File: src/rtl/ahb_pkg.sv
// Shared AHB type definitions and burst helpers for the bus arbiter.
package ahb_pkg;

    typedef enum logic [2:0] {
        AHB_BURST_SINGLE = 3'd0,
        AHB_BURST_INCR   = 3'd1,
        AHB_BURST_WRAP4  = 3'd2,
        AHB_BURST_INCR4  = 3'd3,
        AHB_BURST_WRAP8  = 3'd4,
        AHB_BURST_INCR8  = 3'd5,
        AHB_BURST_WRAP16 = 3'd6,
        AHB_BURST_INCR16 = 3'd7
    } ahb_burst_type;

    typedef enum logic [1:0] {
        AHB_TRANS_IDLE   = 2'd0,
        AHB_TRANS_BUSY   = 2'd1,
        AHB_TRANS_NONSEQ = 2'd2,
        AHB_TRANS_SEQ    = 2'd3
    } ahb_trans_type;

    typedef enum logic [1:0] {
        ARB   = 2'd0,
        FIXED = 2'd1,
        LOCK  = 2'd2
    } ahb_arb_state;

    localparam int AHB_BEAT_W = 5;

    // Undefined-length INCR reports 0 so it never looks like a fixed burst.
    function automatic logic [AHB_BEAT_W-1:0] get_burst_len(input ahb_burst_type burst);
        case (burst)
            AHB_BURST_SINGLE:                  return 5'd1;
            AHB_BURST_INCR:                    return 5'd0;
            AHB_BURST_WRAP4,  AHB_BURST_INCR4:  return 5'd4;
            AHB_BURST_WRAP8,  AHB_BURST_INCR8:  return 5'd8;
            AHB_BURST_WRAP16, AHB_BURST_INCR16: return 5'd16;
            default:                           return 5'd0;
        endcase
    endfunction

endpackage

File: src/rtl/ahb_rr_picker.sv
// Combinational next-owner picker: round-robin after ptr, or lowest index
// when AHB_ARB_FIXED_PRIO_EN is defined.
module ahb_rr_picker #(
    parameter int N = 4,
    parameter int W = $clog2(N)
) (
    input  logic [N-1:0] req,
    input  logic [W-1:0] ptr,
    output logic [N-1:0] pick,
    output logic [W-1:0] pick_idx,
    output logic         valid
);

`ifdef AHB_ARB_FIXED_PRIO_EN
    logic unused_ptr;
    assign unused_ptr = ^ptr;

    always_comb begin
        pick_idx = '0;
        valid    = 1'b0;
        for (int i = N - 1; i >= 0; i--) begin
            if (req[i]) begin
                pick_idx = W'(i);
                valid    = 1'b1;
            end
        end
    end
`else
    logic [N-1:0] rot_req;
    logic [W-1:0] rot_idx [N];

    // Slot gi of the rotated view is master (ptr + 1 + gi) mod N.
    for (genvar gi = 0; gi < N; gi++) begin : g_rot
        logic [W:0] sum;
        assign sum          = {1'b0, ptr} + (W+1)'(gi + 1);
        assign rot_idx[gi]  = (sum >= (W+1)'(N)) ? W'(sum - (W+1)'(N)) : W'(sum);
        assign rot_req[gi]  = req[rot_idx[gi]];
    end

    always_comb begin
        pick_idx = '0;
        valid    = 1'b0;
        for (int i = N - 1; i >= 0; i--) begin
            if (rot_req[i]) begin
                pick_idx = rot_idx[i];
                valid    = 1'b1;
            end
        end
    end
`endif

    for (genvar gi = 0; gi < N; gi++) begin : g_onehot
        assign pick[gi] = valid && (pick_idx == W'(gi));
    end

endmodule

File: src/rtl/ahb_arbiter.sv
// Burst/lock-aware AHB bus arbiter. Define AHB_ARB_FIXED_PRIO_EN for
// lowest-index-wins priority instead of round-robin.
module ahb_arbiter
    import ahb_pkg::*;
#(
    parameter int MASTER_NUM     = 4,
    parameter int DEFAULT_MASTER = 0
) (
    input  logic                          hclk,
    input  logic                          hresetn,
    input  logic [MASTER_NUM-1:0]         hbusreq,
    input  logic [MASTER_NUM-1:0]         hlock,
    input  logic [1:0]                    htrans,
    input  logic [2:0]                    hburst,
    input  logic                          hready,
    output logic [MASTER_NUM-1:0]         hgrant,
    output logic [$clog2(MASTER_NUM)-1:0] hmaster,
    output logic                          hmastlock
);

    localparam int MW = $clog2(MASTER_NUM);
    localparam logic [MASTER_NUM-1:0] DEFAULT_ONEHOT = MASTER_NUM'(1) << DEFAULT_MASTER;
    localparam logic [MW-1:0]         DEFAULT_IDX    = MW'(DEFAULT_MASTER);

    ahb_arb_state            state_reg, state_next;
    logic [AHB_BEAT_W-1:0]   beats_left_reg, beats_left_next;
    logic [MASTER_NUM-1:0]   hgrant_reg, hgrant_next;
    logic [MW-1:0]           owner_reg, owner_next;
    logic [MW-1:0]           rr_ptr_reg, rr_ptr_next;
    logic [MW-1:0]           hmaster_reg, hmaster_next;
    logic                    hmastlock_reg, hmastlock_next;

    logic [MASTER_NUM-1:0]   picker_pick;
    logic [MW-1:0]           picker_idx;
    logic                    picker_valid;
    logic [MASTER_NUM-1:0]   pick_vec;
    logic [MW-1:0]           pick_idx;

    ahb_trans_type           trans;
    ahb_burst_type           burst;
    logic [AHB_BEAT_W-1:0]   burst_len;
    logic                    in_burst;
    logic                    starts_fixed;
    logic                    last_beat;
    logic                    early_term;
    logic                    incr_hold;
    logic                    arb_open;

    ahb_rr_picker #(
        .N (MASTER_NUM),
        .W (MW)
    ) u_picker (
        .req      (hbusreq),
        .ptr      (rr_ptr_reg),
        .pick     (picker_pick),
        .pick_idx (picker_idx),
        .valid    (picker_valid)
    );

    assign pick_vec = picker_valid ? picker_pick : DEFAULT_ONEHOT;
    assign pick_idx = picker_valid ? picker_idx  : DEFAULT_IDX;

    assign trans        = ahb_trans_type'(htrans);
    assign burst        = ahb_burst_type'(hburst);
    assign burst_len    = get_burst_len(burst);
    assign in_burst     = (beats_left_reg != '0);
    assign starts_fixed = (trans == AHB_TRANS_NONSEQ) && (burst_len > 5'd1);
    assign last_beat    = in_burst && (trans == AHB_TRANS_SEQ) && (beats_left_reg == 5'd1);
    assign early_term   = in_burst && (trans == AHB_TRANS_IDLE);
    // An owner still requesting through an undefined-length INCR keeps the bus.
    assign incr_hold    = (burst == AHB_BURST_INCR) && (trans != AHB_TRANS_IDLE) && hbusreq[owner_reg];

    always_ff @(posedge hclk or negedge hresetn) begin
        if (!hresetn) begin
            state_reg      <= ARB;
            beats_left_reg <= '0;
            hgrant_reg     <= DEFAULT_ONEHOT;
            owner_reg      <= DEFAULT_IDX;
            rr_ptr_reg     <= DEFAULT_IDX;
            hmaster_reg    <= DEFAULT_IDX;
            hmastlock_reg  <= 1'b0;
        end else begin
            state_reg      <= state_next;
            beats_left_reg <= beats_left_next;
            hgrant_reg     <= hgrant_next;
            owner_reg      <= owner_next;
            rr_ptr_reg     <= rr_ptr_next;
            hmaster_reg    <= hmaster_next;
            hmastlock_reg  <= hmastlock_next;
        end
    end

    always_comb begin
        state_next      = state_reg;
        beats_left_next = beats_left_reg;
        hgrant_next     = hgrant_reg;
        owner_next      = owner_reg;
        rr_ptr_next     = rr_ptr_reg;
        hmaster_next    = hmaster_reg;
        hmastlock_next  = hmastlock_reg;
        arb_open        = 1'b0;

        if (hready) begin
            if (trans == AHB_TRANS_NONSEQ) begin
                beats_left_next = (burst_len > 5'd1) ? (burst_len - 5'd1) : 5'd0;
            end else if (in_burst && (trans == AHB_TRANS_SEQ)) begin
                beats_left_next = beats_left_reg - 5'd1;
            end else if (early_term) begin
                beats_left_next = '0;
            end

            case (state_reg)
                ARB:     arb_open = !incr_hold && !starts_fixed;
                FIXED:   arb_open = last_beat || early_term;
                LOCK:    arb_open = 1'b0;
                default: arb_open = 1'b0;
            endcase

            if (hlock[owner_reg]) begin
                state_next = LOCK;
            end else if (beats_left_next != '0) begin
                state_next = FIXED;
            end else begin
                state_next = ARB;
            end

            // Grant handover overlaps the last accepted beat of the old owner.
            if (arb_open) begin
                hgrant_next = pick_vec;
                owner_next  = pick_idx;
                rr_ptr_next = pick_idx;
            end

            hmaster_next   = owner_reg;
            hmastlock_next = hlock[owner_reg];
        end
    end

    assign hgrant    = hgrant_reg;
    assign hmaster   = hmaster_reg;
    assign hmastlock = hmastlock_reg;

endmodule
File: config.mk
export PLATFORM = sky130hd
export DESIGN_NAME = ahb_arbiter
export DESIGN_NICKNAME = d
export VERILOG_FILES = /design/src/rtl/ahb_pkg.sv /design/src/rtl/ahb_rr_picker.sv /design/src/rtl/ahb_arbiter.sv
export SDC_FILE = /design/constraint.sdc
export NUM_CORES = 1
export LEC_CHECK = 0
export CORE_UTILIZATION = 46
export DETAILED_ROUTE_END_ITERATION = 8
export GPL_ROUTABILITY_DRIVEN = 1
export PLACE_DENSITY = 0.75
export SETUP_SLACK_MARGIN = 0.2
export SLEW_MARGIN = 20
export SYNTH_ARGS = -nofsm -noshare
export SYNTH_HDL_FRONTEND = slang
export SYNTH_SLANG_ARGS = --single-unit
File: constraint.sdc
create_clock -name hclk -period 2 [get_ports hclk]
set_clock_uncertainty 0.2 [all_clocks]
set_input_delay 0.2 -clock hclk [delete_from_list [all_inputs] [get_ports hclk]]
set_output_delay 0.2 -clock hclk [all_outputs]
set_load 0.05 [all_outputs]
Word level (Yosys, flattened, before mapping) --
Memories as Yosys holds them, arrays and structs flattened. Index checks and enable logic that the tools add are counted. Widths: inputs -> output; s select.
Cells by class: add/sub/neg operators 10, eq/ne operators 8, order comparisons 10, reduce and logical (&&, ||, !) cells 21, multiplexer cells 35
Operator list (count):
- $mux 5 | 5
- $mux 2 | 10
- $lt 2x3->1 const B | 5
- $bmux 1 s2 | 6
- $ge 3x3->1 const B | 4
- $mux 1 | 12
- $logic_and 1x1->1 | 11
- $reduce_bool 5->1 | 2
- $sub 5x1->5 const B | 2
- $eq 2x2->1 const B | 4
- $sub 2x1->2 const B | 4
- $add 2x2->3 const B | 2
- $logic_not 2->1 | 3
- $eq 5x1->1 const B | 1
- $gt 5x1->1 const B | 1
- $eq 2x1->1 const B | 2
- $mux 4 | 1
- $add 2x1->3 const B | 1
- $add 2x3->3 const B | 1
- $eq 3x1->1 const B | 1
- $logic_not 1->1 | 2
- $pmux 1 s2 | 1
- $reduce_and 2->1 | 1
- $reduce_bool 2->1 | 1
- $logic_or 1x1->1 | 1
Storage, ports and cells: ROM bits 32, bits in registers 16, word-level logic and storage cells 91, memories kept 1, bits of input ports 16, output and inout bits 7
Memories:
- (name not given) | words 8, bits a word 4, read ports 1, clocked after Yosys merged registers in 0, wr ports 0, line ahb_pkg.sv:32 | case (burst)

Depth between registers and ports, before layout --
word-level depth 12, gate-level depth with buffers 8, mapped depth without buffers 7

Hierarchy --
Synthesis repeated with hierarchy kept, for this count alone.
Unflattened totals: cells, all modules 142, area, all modules 1308.8 um^2
By module, submodules not included:
- ahb_arbiter | area each 1064.8 um^2, cells each 108, times used 1, seq. area each 376.6 um^2
- ahb_rr_picker | area each 244.0 um^2, cells each 34, times used 1, seq. area each 0.0 um^2

Worst setup path after synthesis --
OpenSTA, ideal clock, no wires.
path type reg-to-reg, from register beats_left_reg[0], to register hgrant_reg[2] (netlist: hgrant[2]), slack -10 ps, library setup time 125 ps, path buffers 1, required time 1675 ps, clock period less this slack 2010 ps, stages on the path, launching flop included 8, arrival 1685 ps, cells stage by stage dfrtp_1 inv_1 ha_1 nor4b_4 o21ai_0 and3_1 buf_4 mux2_4
On the way: cells in the longest elaborated chain, start to end 7, elaborated cells on any way between the ends 9, those cells by class eq/ne: 1; mux: 2; reduce/logical: 6
Ends and longest elaborated chain:
- from (decl) | line ahb_arbiter.sv:26 | logic [AHB_BEAT_W-1:0] beats_left_reg, beats_left_next;
- from (signal assigned) | line ahb_arbiter.sv:84 | beats_left_reg <= beats_left_next;
- $reduce_bool 5->1 | line ahb_arbiter.sv:66 | assign in_burst = (beats_left_reg != '0);
- $logic_and 1x1->1 (2 in series) | line ahb_arbiter.sv:68 | assign last_beat = in_burst && (trans == AHB_TRANS_SEQ) && (beats_left_reg == 5'd1);
- $logic_or 1x1->1 (*) | line ahb_arbiter.sv:114 | FIXED: arb_open = last_beat || early_term;
- $pmux 1 s2 (*) | line ahb_arbiter.sv:112 | case (state_reg)
- $mux 1 (*) | line ahb_arbiter.sv:103 | if (hready) begin
- $reduce_and 2->1 (no line) (*)
- to (signal assigned) | line ahb_arbiter.sv:85 | hgrant_reg <= hgrant_next;
- to (decl) | line ahb_arbiter.sv:27 | logic [MASTER_NUM-1:0] hgrant_reg, hgrant_next;
Every way passes the cells marked *; elsewhere a longest branch is shown, timed or not. The select of a mux whose other input is x is not followed. A chain may end at the register's enable or synchronous reset.

Final worst setup path --
from register beats_left_reg[0], to register beats_left_reg[4]
On the way: cells in the longest elaborated chain, start to end 6, elaborated cells on any way between the ends 8, those cells by class add/sub: 1; mux: 4; reduce/logical: 3
Ends and longest elaborated chain:
- branches (longest 3 deep; another with $sub 5x1->5)
- $mux 5 (*) | line ahb_arbiter.sv:106 | end else if (in_burst && (trans == AHB_TRANS_SEQ)) begin
- $mux 5 (*) | line ahb_arbiter.sv:104 | if (trans == AHB_TRANS_NONSEQ) begin
- $mux 5 (*) | line ahb_arbiter.sv:103
Mark *: on every way between the ends. The select of a mux whose other input is x is not followed.

==> results_dict.tcl <==
set metrics [dict create \
    cap_violations 0 \
    hold_ws_ps 121.6 \
    die_w_um 52.11 \
    async_flop_share_pct 100.0 \
    cts_tree "done" \
    pwr_density_cell_mw_per_mm2 1017 \
    ys_top_cells_by_area "dfrtp_1, ha_1, mux2i_1" \
    grt_pass1_vias 1197 \
    place.gp.congestion 0.9903 \
    critPathMaxFanout 3 \
    num-nets-final 211 \
    rows 17 \
    num_io_pins 23 \
    dr.pass1.iters 4 \
    antenna_found_initial 0 \
    initial_core_util_pct 50.27 \
    synth_ff_type "dfrtp_1" \
    grt_pass1_wl_um 5568 \
    rsz0062_at_grt "yes" \
    antenna_left 0 \
    drive_above_1_share_pct 42.25 \
    status "complete, but fails checks" \
    drt_iter0_markers 31 \
    htree_levels 1 \
    largest_reg_flops 5 \
    netlist.area_leader.share_pct 30.34 \
    cts_buffer_depth 2 \
    worstMarginPinSlew_ps 697.3 \
    dp_hpwl_um 2470 \
    period_share_pct 100.0 \
    numCtsBuffers 3 \
    fin_ws_ps -0.2727 \
    slew_viol_final 0 \
    crit_slowest_cell "dfrtp_2" \
    syn2layout_area_growth_pct 58.51 \
    synth_edf_count 0 \
    cp.required_ps 1980 \
    synth-seq-cells 15 \
    ir_worst_vdd_uv 869.7 \
    hold_viol_final 0 \
    hold_path_class "in -> async" \
    fp.coreArea_mm2 0.002297 \
    viasPerCell 5.609 \
    start_kind "register" \
    clk_latency_ps 290 \
    failed_checks "setup timing" \
    wirelength_um 3441 \
    syn_inst 125 \
    slowest_delay_ps 450 \
    grt_overflow 0 \
    drc 0 \
    ys_warn_count 0 \
    syn_area_mm2 0.001155 \
    synthesis.nets 148 \
    cts.sinks 15 \
    via_count 1206 \
    die_h_um 52.11 \
    synth_area_leader_cell "dfrtp_1" \
    grt.total_usage_pct 29.11 \
    pre_cts_slack_ps -461.2 \
    ctsHoldBuffers 0 \
    root_buffer "clkbuf_4" \
    wire_per_inst_um 16.00 \
    dieArea_mm2 0.002715 \
    n_antenna_cell 0 \
    port_buffers 22 \
    yosysSeqAreaShare_pct 32.61 \
    min_period_ps 2000 \
    path_clk_slew_ps 100 \
    setup-violations-final 1 \
    synth_cell_types 40 \
    power_leakage_nw 0.8651 \
    grt_max_degree 16 \
    slew_headroom_pct 53.37 \
    crit_arrival_ps 1980 \
    critPathKind "reg -> reg" \
    post-place-cells 200 \
    worstPathCellList "inv_2 -> buf_6 -> ha_4 -> nor4bb_4 -> mux2i_2 -> o211ai_2 -> mux2_4" \
    final_cells 215 \
    syn_avg_cell_area_um2 9.239 \
    critPathCaptureType "register" \
    fmax_ghz 0.4999 \
]
==> area by class of cell <==
class,instances,area [um^2]
well taps,28,35.03
inverters,9,33.78
fillers,162,466.7
clock buffers,3,22.52
flip-flops and latches,15,377.9
multi-input cells,94,819.5
clock inverters,1,5.005
repair buffers,65,536.8
==> where the power goes <==
group | total, mW | switching [mW] | leakage [nW] | internal, mW
Combinational | 1.14 | 0.591 | 0.667 | 0.545
Sequential | 0.549 | 0.124 | 0.180 | 0.425
Clock | 0.178 | 0.103 | 0.0177 | 0.0744
Total | 1.86 | 0.819 | 0.865 | 1.04
==> layout by cell type, fill, tap and decap left out, types with 2 or more instances in the layout <==
cell	synthesis	layout
o21ai_0	10	7
dlygate4sd2_1	0	9
buf_6	0	2
nor3_1	9	7
nor3_2	0	2
clkdlybuf4s50_1	0	12
o211a_1	2	2
mux2_2	3	2
o21ai_1	0	2
dfrtp_1	14	13
ha_1	7	3
nor2_1	10	10
mux2_4	4	5
inv_1	9	7
o211ai_1	2	2
ha_4	0	2
clkbuf_4	0	3
inv_2	0	2
buf_4	1	42
nand2_1	8	7
ha_2	0	2
a21oi_1	5	4
nand2b_1	2	2
and3_1	3	2
mux2i_1	6	5
a31oi_1	3	3
==> worst max-delay path, delay by kind of cell (launching register included) <==
| family | cells | cell delay, ps |
|---|---|---|
| compound gates | 1 | 120 |
| mux | 2 | 580 |
| fa+ha+maj | 1 | 130 |
| flops | 1 | 450 |
| buf+inv | 2 | 190 |
| simple gates | 1 | 220 |
==> synth_stat cells, drive strengths merged (2+ instances only) <==
master   n
nor3     9
nand2b   2
clkbuf   5
mux2     7
dfrtp   14
o211ai   3
a31oi    3
nor2    10
o21ai   10
a21oi    5
mux2i    6
ha       7
o211a    2
buf      2
nand2    8
and3     3
inv      9
==> through the flow <==
stage | utilization (%) | cell area (um^2) | power, mW | setup TNS (ps)
after floorplan | - | 1176 | 1.206 | 0
after global placement | 71.13 | 1634 | 1.571 | -2992
after detailed placement | 71.13 | 1634 | 1.597 | -3457
after CTS | 77.51 | 1780 | 1.815 | -0.4441
after global routing | 79.68 | 1831 | 1.965 | -218.4
final | 79.68 | 1831 | 1.862 | -0.2727
==> logic make-up after synthesis <==
kind of cell / Yosys count / share of synthesized area [%]
adders and majority gates: 7 / 7.584
DFF: 15 / 32.61
AOI/OAI and AO/OA: 31 / 18.09
muxes: 14 / 15.28
and+or+nand+nor: 41 / 20.04
xor gates and xnor gates: 1 / 0.7585
buffers and inverters: 16 / 5.634
==> worst paths after layout <==
path                            slack [ps]              start  cells after the start                 to
worst max-delay path                  -0.3  beats_left_reg[0]                      7  beats_left_reg[4]
worst min-delay path                   120            hresetn                      1          hgrant[1]
worst max register to register        -0.3  beats_left_reg[0]                      7  beats_left_reg[4]
worst min register to register         320         hmaster[1]                      1         hmaster[1]
max in group asynchronous             1000            hresetn                      1  beats_left_reg[0]
min in group hclk                      320         hmaster[1]                      1         hmaster[1]
==> layer usage <==
layer	share of wire (%)	routed length, um	global-route usage (%)	vias to the layer above
li1	-	-	-	575
met1	42	1429	35.75	575
met2	51	1758	51.50	50
met3	6.0	205	4.094	6
met4	1.4	47	9.459	0
met5	0	0	0	-
==> timing repair <==
item | CTS | global route
setup buffers | 8 | 3
resized for setup | 28 | 6
setup endpoints to repair | 17 | 11
pin swaps | 16 | 7
cloned | 0 | 0
No activity file was read; power rests on OpenSTA's default activity.
